## config.mk

```make
export PLATFORM = sky130hd
export DESIGN_NAME = floating_point_divider
export DESIGN_NICKNAME = d
export VERILOG_FILES = /design/src/rtl/fp16_pkg.sv /design/src/rtl/fp16_mant_divider.sv /design/src/rtl/floating_point_divider.sv
export SDC_FILE = /design/constraint.sdc
export NUM_CORES = 1
export LEC_CHECK = 0
export ABC_AREA = 1
export CORE_ASPECT_RATIO = 0.7
export CORE_MARGIN = 3
export CORE_UTILIZATION = 45
export CTS_BUF_LIST = sky130_fd_sc_hd__clkbuf_8
export CTS_CLUSTER_SIZE = 30
export DETAILED_ROUTE_END_ITERATION = 10
export GPL_ROUTABILITY_DRIVEN = 0
export PLACE_DENSITY = 0.67
export RECOVER_POWER = 50
export SYNTH_ARGS = -nofsm -noshare
export SYNTH_HDL_FRONTEND = slang
export SYNTH_SLANG_ARGS = --single-unit
```

## constraint.sdc

```tcl
create_clock -name clk -period 4.2 [get_ports clk]
set_clock_uncertainty 0.2 [all_clocks]
set_input_delay 0.42 -clock clk [delete_from_list [all_inputs] [get_ports clk]]
set_output_delay 0.42 -clock clk [all_outputs]
set_load 0.1 [all_outputs]
```

## src/rtl/fp16_pkg.sv

```systemverilog
// Shared FP16 definitions: field widths, canonical special encodings and the
// operand classifier used by the divider and the multiplier.
package fp16_pkg;

  localparam int FP16_EXP_W  = 5;
  localparam int FP16_FRAC_W = 10;
  localparam int FP16_BIAS   = 15;

  localparam logic [15:0] FP16_QNAN = 16'h7E00;
  localparam logic [15:0] FP16_INF  = 16'h7C00;

  typedef enum logic [1:0] {ZERO, NORMAL, INF, NAN} fp16_class_t;

  typedef enum logic [1:0] {S_IDLE, S_DIV, S_NORM} fp16_div_state_t;

  // Operand context captured when a divide is accepted
  typedef struct packed {
    logic                  sign;
    logic [FP16_EXP_W-1:0] ea;
    logic [FP16_EXP_W-1:0] eb;
    fp16_class_t           ca;
    fp16_class_t           cb;
  } fp16_op_t;

  // Subnormals (exp==0) are flushed and treated as zero
  function automatic fp16_class_t fp16_classify(input logic [15:0] x);
    logic [FP16_EXP_W-1:0]  e;
    logic [FP16_FRAC_W-1:0] f;
    e = x[14:10];
    f = x[9:0];
    if (e == '0)        return ZERO;
    else if (e == '1)   return (f == '0) ? INF : NAN;
    else                return NORMAL;
  endfunction

endpackage

```

## src/rtl/fp16_mant_divider.sv

```systemverilog
// 11-bit radix-2 restoring mantissa divider: one quotient bit per step,
// MSB first, 12 steps from load to the final quotient.
module fp16_mant_divider
  import fp16_pkg::*;
(
  input  logic                   clk,
  input  logic                   reset,
  input  logic                   i_load,
  input  logic                   i_step,
  input  logic [FP16_FRAC_W-1:0] i_a_frac,
  input  logic [FP16_FRAC_W-1:0] i_b_frac,
  output logic                   o_last,
  output logic [11:0]            o_q
);

  logic [11:0] r_rem;
  logic [10:0] r_div;
  logic [11:0] r_q;
  logic [3:0]  r_cnt;

  logic        w_ge;
  logic [11:0] w_sub;

  assign w_ge   = r_rem >= {1'b0, r_div};
  assign w_sub  = r_rem - {1'b0, r_div};
  assign o_last = (r_cnt == 4'd0);
  assign o_q    = r_q;

  // Remainder stays below 2*div, so the shifted value always fits in 12 bits
  always_ff @(posedge clk) begin
    if (reset) begin
      r_rem <= '0;
      r_div <= '0;
      r_q   <= '0;
      r_cnt <= '0;
    end else if (i_load) begin
      r_rem <= {2'b01, i_a_frac};
      r_div <= {1'b1, i_b_frac};
      r_q   <= '0;
      r_cnt <= 4'd11;
    end else if (i_step) begin
      if (w_ge) begin
        r_q[r_cnt] <= 1'b1;
        r_rem      <= {w_sub[10:0], 1'b0};
      end else begin
        r_rem      <= {r_rem[10:0], 1'b0};
      end
      if (r_cnt != 4'd0) r_cnt <= r_cnt - 4'd1;
    end
  end

endmodule

```

## src/rtl/floating_point_divider.sv

```systemverilog
// FP16 divider (a / b): truncating, flush-to-zero, saturating exponent,
// fixed 13-cycle start-to-ready latency.
module floating_point_divider
  import fp16_pkg::*;
#(
  parameter int DATA_WIDTH = 16
) (
  input  logic                  clk,
  input  logic                  reset,
  input  logic                  start,
  input  logic [DATA_WIDTH-1:0] a,
  input  logic [DATA_WIDTH-1:0] b,
  output logic                  busy,
  output logic                  ready,
  output logic [DATA_WIDTH-1:0] result,
  output logic                  div_by_zero
);

  generate
    if (DATA_WIDTH != 16) begin : g_bad_width
      $error("floating_point_divider supports DATA_WIDTH=16 only");
    end
  endgenerate

  fp16_div_state_t r_state;
  fp16_op_t        r_op;
  logic            r_busy;
  logic            r_ready;
  logic [15:0]     r_result;
  logic            r_dbz;

  logic              w_load;
  logic              w_step;
  logic              w_last;
  logic [11:0]       w_q;
  logic signed [6:0] w_e;
  logic [9:0]        w_frac;
  logic [15:0]       w_res;
  logic              w_dbz;

  assign w_load = (r_state == S_IDLE) && start;
  assign w_step = (r_state == S_DIV);

  fp16_mant_divider u_mant (
    .clk      (clk),
    .reset    (reset),
    .i_load   (w_load),
    .i_step   (w_step),
    .i_a_frac (a[9:0]),
    .i_b_frac (b[9:0]),
    .o_last   (w_last),
    .o_q      (w_q)
  );

  // Quotient lies in (0.5, 2): q[11] tells whether a one-bit renormalise is needed
  assign w_frac = w_q[11] ? w_q[10:1] : w_q[9:0];
  assign w_e    = $signed({2'b00, r_op.ea}) - $signed({2'b00, r_op.eb})
                + (w_q[11] ? 7'(FP16_BIAS) : 7'(FP16_BIAS - 1));

  always_comb begin
    w_res = '0;
    w_dbz = 1'b0;
    if (w_e <= 7'sd0)       w_res = {r_op.sign, 15'h0000};
    else if (w_e >= 7'sd31) w_res = {r_op.sign, FP16_INF[14:0]};
    else                    w_res = {r_op.sign, w_e[4:0], w_frac};

    if (r_op.ca == NAN || r_op.cb == NAN) begin
      w_res = FP16_QNAN;
    end else if ((r_op.ca == INF && r_op.cb == INF) ||
                 (r_op.ca == ZERO && r_op.cb == ZERO)) begin
      w_res = FP16_QNAN;
    end else if (r_op.ca == NORMAL && r_op.cb == ZERO) begin
      w_res = {r_op.sign, FP16_INF[14:0]};
      w_dbz = 1'b1;
    end else if (r_op.ca == INF) begin
      w_res = {r_op.sign, FP16_INF[14:0]};
    end else if (r_op.cb == INF || r_op.ca == ZERO) begin
      w_res = {r_op.sign, 15'h0000};
    end
  end

  always_ff @(posedge clk) begin
    if (reset) begin
      r_state  <= S_IDLE;
      r_op     <= '0;
      r_busy   <= 1'b0;
      r_ready  <= 1'b0;
      r_result <= '0;
      r_dbz    <= 1'b0;
    end else begin
      r_ready <= 1'b0;
      case (r_state)
        S_IDLE: if (start) begin
          r_op.sign <= a[15] ^ b[15];
          r_op.ea   <= a[14:10];
          r_op.eb   <= b[14:10];
          r_op.ca   <= fp16_classify(a);
          r_op.cb   <= fp16_classify(b);
          r_busy    <= 1'b1;
          r_state   <= S_DIV;
        end
        S_DIV: if (w_last) r_state <= S_NORM;
        S_NORM: begin
          r_result <= w_res;
          r_dbz    <= w_dbz;
          r_ready  <= 1'b1;
          r_busy   <= 1'b0;
          r_state  <= S_IDLE;
        end
        default: r_state <= S_IDLE;
      endcase
    end
  end

  assign busy        = r_busy;
  assign ready       = r_ready;
  assign result      = r_result;
  assign div_by_zero = r_dbz;

endmodule

```

---- After elaboration in Yosys (flattened, before gate mapping) ----
Cells that the tools add are included.
word-level totals
  register bits ........................... 75
  bits of input ports ..................... 35
  output and inout bits ................... 19
operators by class
  add/subtract/negate cells ............... 4
  order comparisons ....................... 5
  equal/unequal tests ..................... 11
  mux-type cells .......................... 32
  bitwise gates (word level) .............. 2
  reduce and logical (&&, ||, !) cells .... 27
operators with widths
  kind                  count
  $mux W15              5
  $mux W16              2
  $mux W11              2
  $logic_not A10 Y1     2
  $ge A12 B11 Y1        1
  $mux W12              1
  $mux W2               6
  $mux W4               3
  $or A12 B12 Y12       1
  $reduce_and A2 Y1     6
  $sub A11 B11 Y11      1
  $eq A2 B2 Y1 const B  5
  $eq A5 B5 Y1 const B  2
  $logic_not A5 Y1      2
  $mux W10              1
  $mux W1               9
  $add A6 B5 Y7         1
  $ge A7 B6 Y1 const B  1
  $le A7 B1 Y1 const B  1
  $logic_not A2 Y1      3
  $reduce_bool A2 Y1    3
  $sub A5 B5 Y6         1
  $logic_and A1 B1 Y1   5
  $lt A4 B5 Y1 const B  1
  other kinds (12)      16

---- Depth between registers and ports, before layout ----
Gate-level depths: netlist of the first run.
  depth after elaboration ................. 10
  gate-level depth with buffers ........... 17
  mapped depth without buffers ............ 17

---- Cells and area by module ----
A second synthesis of the first run with hierarchy kept.
unflattened totals
  cells, all modules ...................... 657
  area, all modules ....................... 4399.2 um^2
modules (own cells, without submodules)
  module                  instances  cells each  area each (um^2)  sequential area each (um^2)
  fp16_mant_divider       1          342         2323.5            780.7
  floating_point_divider  1          315         2075.7            720.7

---- Worst setup path after synthesis of the first run ----
Ideal clock, no wire load.
  path kind ............................... flip-flop to flip-flop
  from .................................... register r_op[9] (netlist bit)
  to ...................................... register r_result[11] (netlist: result[11])
  library setup time ...................... 71 ps
  arrival time ............................ 2238 ps
  required time ........................... 3929 ps
  slack ................................... 1691 ps
  stages on the path, launching flop included .. 15
  path buffers ............................ 0
  period minus slack after synthesis ...... 2509 ps
  cells stage by stage .................... dfxtp_1 > inv_1 > ha_1 > inv_1 > fa_1 > inv_1 > ha_1 > or2_2 > nor2_1 > nand3_1 > o21ai_0 > nand2_1 > nand2_1 > nand2_1 > a21oi_1
on the way
  cells in the longest elaborated chain, start to end .. 10
ends and longest elaborated chain
  element                 RTL line                       source
  start: declaration      floating_point_divider.sv:26   fp16_op_t r_op;
  $sub A5 B5 Y6 *         floating_point_divider.sv:57   assign w_e = $signed({2'b00, r_op.ea}) - $signed({2'b00, r_op.eb})
  $add A6 B5 Y7 *         floating_point_divider.sv:58   + (w_q[11] ? 7'(FP16_BIAS) : 7'(FP16_BIAS - 1));
  $ge A7 B6 Y1            floating_point_divider.sv:64   else if (w_e >= 7'sd31) w_res = {r_op.sign, FP16_INF[14:0]};
  $mux W15                floating_point_divider.sv:64
  $mux W15 *              floating_point_divider.sv:63   if (w_e <= 7'sd0) w_res = {r_op.sign, 15'h0000};
  $mux W15 *              floating_point_divider.sv:77   end else if (r_op.cb == INF || r_op.ca == ZERO) begin
  $mux W15 *              floating_point_divider.sv:75   end else if (r_op.ca == INF) begin
  $mux W15 *              floating_point_divider.sv:72   end else if (r_op.ca == NORMAL && r_op.cb == ZERO) begin
  $mux W16 *              floating_point_divider.sv:69   end else if ((r_op.ca == INF && r_op.cb == INF) ||
  $mux W16 *              floating_point_divider.sv:67   if (r_op.ca == NAN || r_op.cb == NAN) begin
  end signal: assignment  floating_point_divider.sv:104  r_result <= w_res;
  end: declaration        floating_point_divider.sv:29   logic [15:0] r_result;
Every way passes the cells marked *; elsewhere a longest branch is shown, timed or not.
A chain may end at the register's enable or synchronous reset.

---- Final worst setup path of the first run ----
  from .................................... input start
  to ...................................... register r_op[3] (netlist bit)
on the way
  cells in the longest elaborated chain, start to end .. 1
ends and longest elaborated chain
  element                             RTL line                      source
  start: declaration                  floating_point_divider.sv:10  input logic start,
  $reduce_and A2 Y1 (no source line)  -
Every way passes these cells.

==> impl_metrics.env, run 1 <==
export IMPL_detail_route_antenna_nets=0
export IMPL_hold_path_class="register to register"
export IMPL_setup_violations_final=0
export IMPL_numPortBuffers=53
export IMPL_clock_fmax_ghz=0.327
export IMPL_nets=725
export IMPL_yosys_top_cells_count="nand2_1, inv_1, dfxtp_1"
export IMPL_drc_errors=0
export IMPL_syn_area_mm2=0.00426
export IMPL_netlist_top_cells_area="dfxtp_1, nand2_1, inv_1"
export IMPL_drtIter0Drc=418
export IMPL_synth_most_common_cell="nand2_1"
export IMPL_via_count=4313
export IMPL_synth_seq_area_share=0.352
export IMPL_drt_total_wl_um=11500
export IMPL_io_pins=54
export IMPL_cellLeakagePower_nw=2.11
export IMPL_core_mm2=0.00914
export IMPL_cts_root_buf="clkbuf_8"
export IMPL_period_minus_slack_ns=3.06
export IMPL_syn_inst=624
export IMPL_cp_data_arrival_time_ns=3.11
export IMPL_yosys_area_top_type="dfxtp_1"
export IMPL_die_y_um=87.4
export IMPL_cts_sinks=75
export IMPL_drive_gt1_frac=0.0504
export IMPL_grt_busiest_layer="met2"
export IMPL_die_w_um=122
export IMPL_setup_slack_ns=1.14
export IMPL_violations="capacitance limit, slew limit"
export IMPL_reg2reg_slack_ns=1.34
export IMPL_clock_latency_ns=0.36
export IMPL_rr_endpoint="result[5]"
export IMPL_hold_end="u_mant.o_q[0]"
export IMPL_fin_tns_setup_ns=0
export IMPL_cts_hold_buffers_added=0
export IMPL_final_hold_violation_count=0
export IMPL_status="finished with violations"
export IMPL_synth_area_per_cell_um2=6.83
export IMPL_r2r_start="r_op[9]"
export IMPL_reg2regPathDepth=13
export IMPL_cp_data_required_time_ns=4.25
export IMPL_areaGrowthSynthToFinish_pct=19.4
export IMPL_drv_cap=1
export IMPL_synth_nets=679
export IMPL_ir_worst_vdd_uv=206
export IMPL_slew_violations=32
export IMPL_power_density_mw_per_mm2=446
export IMPL_synth_cell_type_count=40
export IMPL_regArea_mm2=0.00150
export IMPL_tightest_slew_ns=1.57
export IMPL_path_max_fanout=28
export IMPL_slew_headroom=-0.0468
export IMPL_synth_edf_count=0
export IMPL_whs_path_depth=2
export IMPL_overflow=0
export IMPL_place_area_mm2=0.00488
export IMPL_row_count=29
export IMPL_cts_resized=0
export IMPL_synth_top_flop_cell="dfxtp_1"
export IMPL_num_fill_cells=922
export IMPL_grt_pass1_vias=4056
export IMPL_cts_setup_buffers=0
export IMPL_min_from="u_mant.o_q[0]"
export IMPL_critical_path_class="input pin to register"
export IMPL_drt_first_pass_iters=5
export IMPL_cts_made_buffers=9
export IMPL_final_area_mm2=0.00509
export IMPL_met1_usage=0.330
export IMPL_dp_hpwl_um=8440
export IMPL_dp_slack_ns=1.39
export IMPL_grt_max_degree=32
export IMPL_yosysWarnings=0
export IMPL_cts_tree="built"
export IMPL_cp_startpoint="start"
export IMPL_clk_pin_slew_ns=0.08
export IMPL_fin_crit_sh=0.728
export IMPL_clockBufferDepth=2
export IMPL_htree_levels=3
export IMPL_globalRouteMet3Util=0.0539
export IMPL_synth_async_reset_ratio=0
export IMPL_ys_ff_latch=75
export IMPL_power_mw=2.27
export IMPL_met2_usage=0.333
export IMPL_antenna_found_initial=0
export IMPL_place_inst=783
export IMPL_initial_core_util=0.466
export IMPL_routedWlPerCell_um=14.4
export IMPL_multi_input_area_mm2=0.00230
export IMPL_grt_use_total=0.226
export IMPL_die_area_mm2=0.0107
export IMPL_synth_top_cell_area_share=0.352
export IMPL_num_antenna_cells=0
export IMPL_viasPerCell=5.40
export IMPL_critPathLaunchType="input pin"
export IMPL_end_kind="register"
export IMPL_grt_pass1_wl_um=19100
export IMPL_layout_cells_non_filler=799
export IMPL_rsz0062_at_grt="no"
## where the power goes
| group | internal [mW] | total, mW | leakage [nW] | switching (mW) |
|---|---|---|---|---|
| logic | 0.274 | 0.844 | 1.38 | 0.570 |
| registers | 0.758 | 0.786 | 0.613 | 0.0279 |
| clock network | 0.364 | 0.642 | 0.119 | 0.278 |
## per-layer routing
| layer | vias to the layer above | part of all wire |
|---|---|---|
| met5 | - | 0 |
| met4 | 0 | 0.013 |
| met3 | 11 | 0.057 |
| met2 | 116 | 0.40 |
| met1 | 2003 | 0.53 |
| li1 | 2183 | - |
## worst max path at each step
stage	end	slack (ns)	cells after the start
after CTS	result[10]	1.38	17
after global routing	r_op[2]	0.94	6
after global placement	result[11]	1.53	16
final	r_op[3]	1.14	6
after detailed placement	result[10]	1.39	17
after floorplan	result[11]	1.69	14
## layout by cell type (no fill, tap or decap), types with 11 or more instances in the layout
cell type / instances
nand2_1: 111
inv_1: 90
dfxtp_1: 75
nand3_1: 62
a21oi_1: 59
o21ai_0: 53
nor2_1: 44
clkdlybuf4s50_1: 41
nand4_1: 25
ha_1: 18
nor3_1: 16
dlygate4sd3_1: 12
clkbuf_8: 11
## state kept, by name, indices dropped and copies added, names as in the netlist
| name | cells |
|---|---|
| ready | 1 |
| u_mant.r_rem | 12 |
| r_op | 15 |
| u_mant.r_div | 11 |
| result | 16 |
| u_mant.o_q | 12 |
| r_state | 2 |
| busy | 1 |
| u_mant.r_cnt | 4 |
| div_by_zero | 1 |
## cell families (layout without fill, tap and decap cells)
kind of cell | Yosys count | in the layout | share of synthesized area
AND/OR/NAND/NOR | 275 | 275 | 0.300
AO/OA/AOI/OAI | 129 | 129 | 0.161
buffers and inverters | 117 | 168 | 0.109
flip-flops | 75 | 75 | 0.352
adder cells (fa/ha/maj) | 20 | 20 | 0.0622
XOR/XNOR | 8 | 8 | 0.0164
## final cells by class
cell class	instances	share of cell area
multi-input cells	432	0.451
flip-flops and latches	75	0.295
repair buffers	58	0.109
inverters	94	0.0693
well taps	124	0.0305
clock buffers	11	0.0297
clock inverters	5	0.0147
## metrics by stage
step | utilization | hold slack, ns
2_1_floorplan | - | 0.227
3_3_place_gp | 0.534 | 0.242
3_5_place_dp | 0.534 | 0.249
4_1_cts | 0.558 | 0.261
5_1_grt | 0.557 | 0.287
6_report | 0.557 | 0.261
## worst max-delay path: stages
cell           delay [ns]
dlygate4sd3_1        0.57
nand2_1              0.08
nor2_1               0.12
clkbuf_1             0.98
nand2_1              0.54
o32ai_1              0.40
Note: power is estimated with default switching activity, not from simulation.
==> run 2: changes to the inputs <==
--- a/config.mk
+++ b/config.mk
@@ -13,7 +13,7 @@
 export CTS_CLUSTER_SIZE = 30
 export DETAILED_ROUTE_END_ITERATION = 10
 export GPL_ROUTABILITY_DRIVEN = 0
-export PLACE_DENSITY = 0.67
+export PLACE_DENSITY = 0.7
 export RECOVER_POWER = 50
 export SYNTH_ARGS = -nofsm -noshare
 export SYNTH_HDL_FRONTEND = slang
==> constraint.sdc (replaced) <==
create_clock -name clk -period 2.55 [get_ports clk]
set_clock_uncertainty 0.2 [all_clocks]
set_input_delay 0.255 -clock clk [delete_from_list [all_inputs] [get_ports clk]]
set_output_delay 0.255 -clock clk [all_outputs]
set_load 0.1 [all_outputs]
==> run 2 against run 1 <==
Net effect:
- the flow now finishes without violations
- register-to-register slack worse by 1.3 ns
- core utilization is 1.4 points higher
- combinational power is 86% higher
- largest cell class unchanged
- largest power group unchanged
- highest routed layer unchanged
==> impl_metrics.env, run 2 (synthesized netlist as in run 1, its figures left out) <==
export IMPL_nets=738
export IMPL_wl_met1_um=5730
export IMPL_cts_made_buffers=9
export IMPL_die_area_mm2=0.0107
export IMPL_num_antenna_cells=0
export IMPL_row_count=29
export IMPL_via_count=4387
export IMPL_rr_endpoint="result[5]"
export IMPL_drc_errors=0
export IMPL_hold_end="u_mant.o_q[0]"
export IMPL_status="complete, no violations"
export IMPL_drtIter0Drc=428
export IMPL_grt_pass1_wl_um=18300
export IMPL_num_fill_cells=863
export IMPL_layout_commonest_cell="nand2_1"
export IMPL_die_w_um=122
export IMPL_cpLargestDelayFamily="adder cells"
export IMPL_clock_latency_ns=0.36
export IMPL_initial_core_util=0.466
export IMPL_highest_layer="met4"
export IMPL_hold_slack_ns=0.257
export IMPL_areaGrowthSynthToFinish_pct=22.4
export IMPL_clock_fmax_ghz=0.397
export IMPL_min_from="u_mant.o_q[0]"
export IMPL_setup_violations_final=0
export IMPL_wl_met2_um=4890
export IMPL_r2r_start="r_op[9]"
export IMPL_hold_path_class="register to register"
export IMPL_power_density_mw_per_mm2=768
export IMPL_slew_headroom=0.218
export IMPL_routedWlPerCell_um=14.2
export IMPL_critical_path_class="register to register"
export IMPL_cts_hold_buffers_added=0
export IMPL_cts_sinks=75
export IMPL_clk_pin_slew_ns=0.08
export IMPL_core_mm2=0.00914
export IMPL_slowest_delay_ns=0.43
export IMPL_period_minus_slack_ns=2.52
export IMPL_crit_buf_inv=5
export IMPL_drt_total_wl_um=11500
export IMPL_cts_root_buf="clkbuf_8"
export IMPL_drt_first_pass_iters=5
export IMPL_cts_tree="built"
export IMPL_path_cells="inv_2, ha_4, inv_2, fa_2, inv_2, ha_4, inv_1, nor2_2, nand3_1, nand2_2, nand2_2, nand3_4, buf_12, nand4_1, a21oi_1"
export IMPL_htree_levels=3
export IMPL_mostFrequentLayoutCells="nand2_1, inv_1, dfxtp_1, nand3_1, a21oi_1"
export IMPL_die_y_um=87.4
export IMPL_fin_crit_sh=0.989
export IMPL_ir_worst_vdd_uv=363
export IMPL_reg2regPathDepth=15
export IMPL_drv_cap=0
export IMPL_whs_path_depth=2
export IMPL_cpMostUsedCell="inv_2"
export IMPL_grt_use_total=0.212
export IMPL_layout_cells_non_filler=812
export IMPL_end_kind="register"
export IMPL_dp_hpwl_um=8410
export IMPL_cellLeakagePower_nw=2.12
export IMPL_reg2reg_slack_ns=0.03
export IMPL_grt_max_degree=32
export IMPL_slew_violations=0
export IMPL_cp_data_required_time_ns=2.63
export IMPL_critPathLaunchType="register"
export IMPL_place_inst=794
export IMPL_setup_slack_ns=0.0280
export IMPL_power_mw=4.01
export IMPL_clockBufferDepth=2
export IMPL_overflow=0
export IMPL_wl_met3_um=795
export IMPL_numPortBuffers=53
export IMPL_path_max_fanout=10
export IMPL_detail_route_antenna_nets=0
export IMPL_rsz0062_at_grt="yes"
export IMPL_antenna_found_initial=0
export IMPL_viasPerCell=5.40
export IMPL_io_pins=54
export IMPL_cp_slowest_cell="fa_2"
export IMPL_cp_data_arrival_time_ns=2.60
export IMPL_dp_slack_ns=-0.121
export IMPL_grt_pass1_vias=3854
export IMPL_tightest_slew_ns=1.18
export IMPL_final_hold_violation_count=0
export IMPL_largest_reg_flops=16
export IMPL_drive_gt1_frac=0.106
export IMPL_fin_tns_setup_ns=0
==> run 2: stage by stage <==
step	instance area, µm²	util
after floorplan	4260	-
after global placement	4920	0.538
after detailed placement	4920	0.538
after CTS	5200	0.569
after global routing	5220	0.571
final	5220	0.571
==> run 2: what timing repair did <==
item                                    CTS  global route
resized for setup                         8            27
buffers inserted                          1             0
gates cloned                              0             1
pin swaps                                 4            11
endpoints found under the setup margin   13            15
==> run 2: how the worst max path moves through the flow <==
stage | from | end | slack (ns) | depth (start not counted)
floorplan | r_op[9] | result[11] | 0.04 | 14
global placement | r_op[9] | result[2] | -0.02 | 13
detailed placement | r_op[4] | result[4] | -0.12 | 12
CTS | r_op[9] | result[11] | -0.002 | 14
global route | r_op[9] | result[11] | -0.13 | 16
finish | r_op[9] | result[5] | 0.03 | 15
==> run 2: per-layer routing <==
layer	GRT usage	vias up
met5	0	-
met4	0.0518	0
met3	0.0571	11
met2	0.312	136
met1	0.308	2030
li1	-	2210
==> run 2: worst min-delay path, cell delays in order (launching register included) <==
cell and delay, ns:
dfxtp_1 0.32, inv_1 0.05, a21oi_1 0.05
==> run 2: layout make-up <==
cell class,count,area [µm²],share of cell area
clock inverters,6,111,0.0213
well taps,124,155,0.0297
inverters,94,353,0.0676
flip-flops and latches,75,1500,0.288
repair buffers,70,538,0.103
clock buffers,10,138,0.0264
multi-input cells,433,2420,0.464
==> run 2: where the power goes <==
part / total [mW] / internal, mW / switching [mW]
combinational: 1.57 / 0.529 / 1.04
clock: 1.15 / 0.678 / 0.467
sequential: 1.30 / 1.25 / 0.0484
total: 4.01 / 2.46 / 1.55
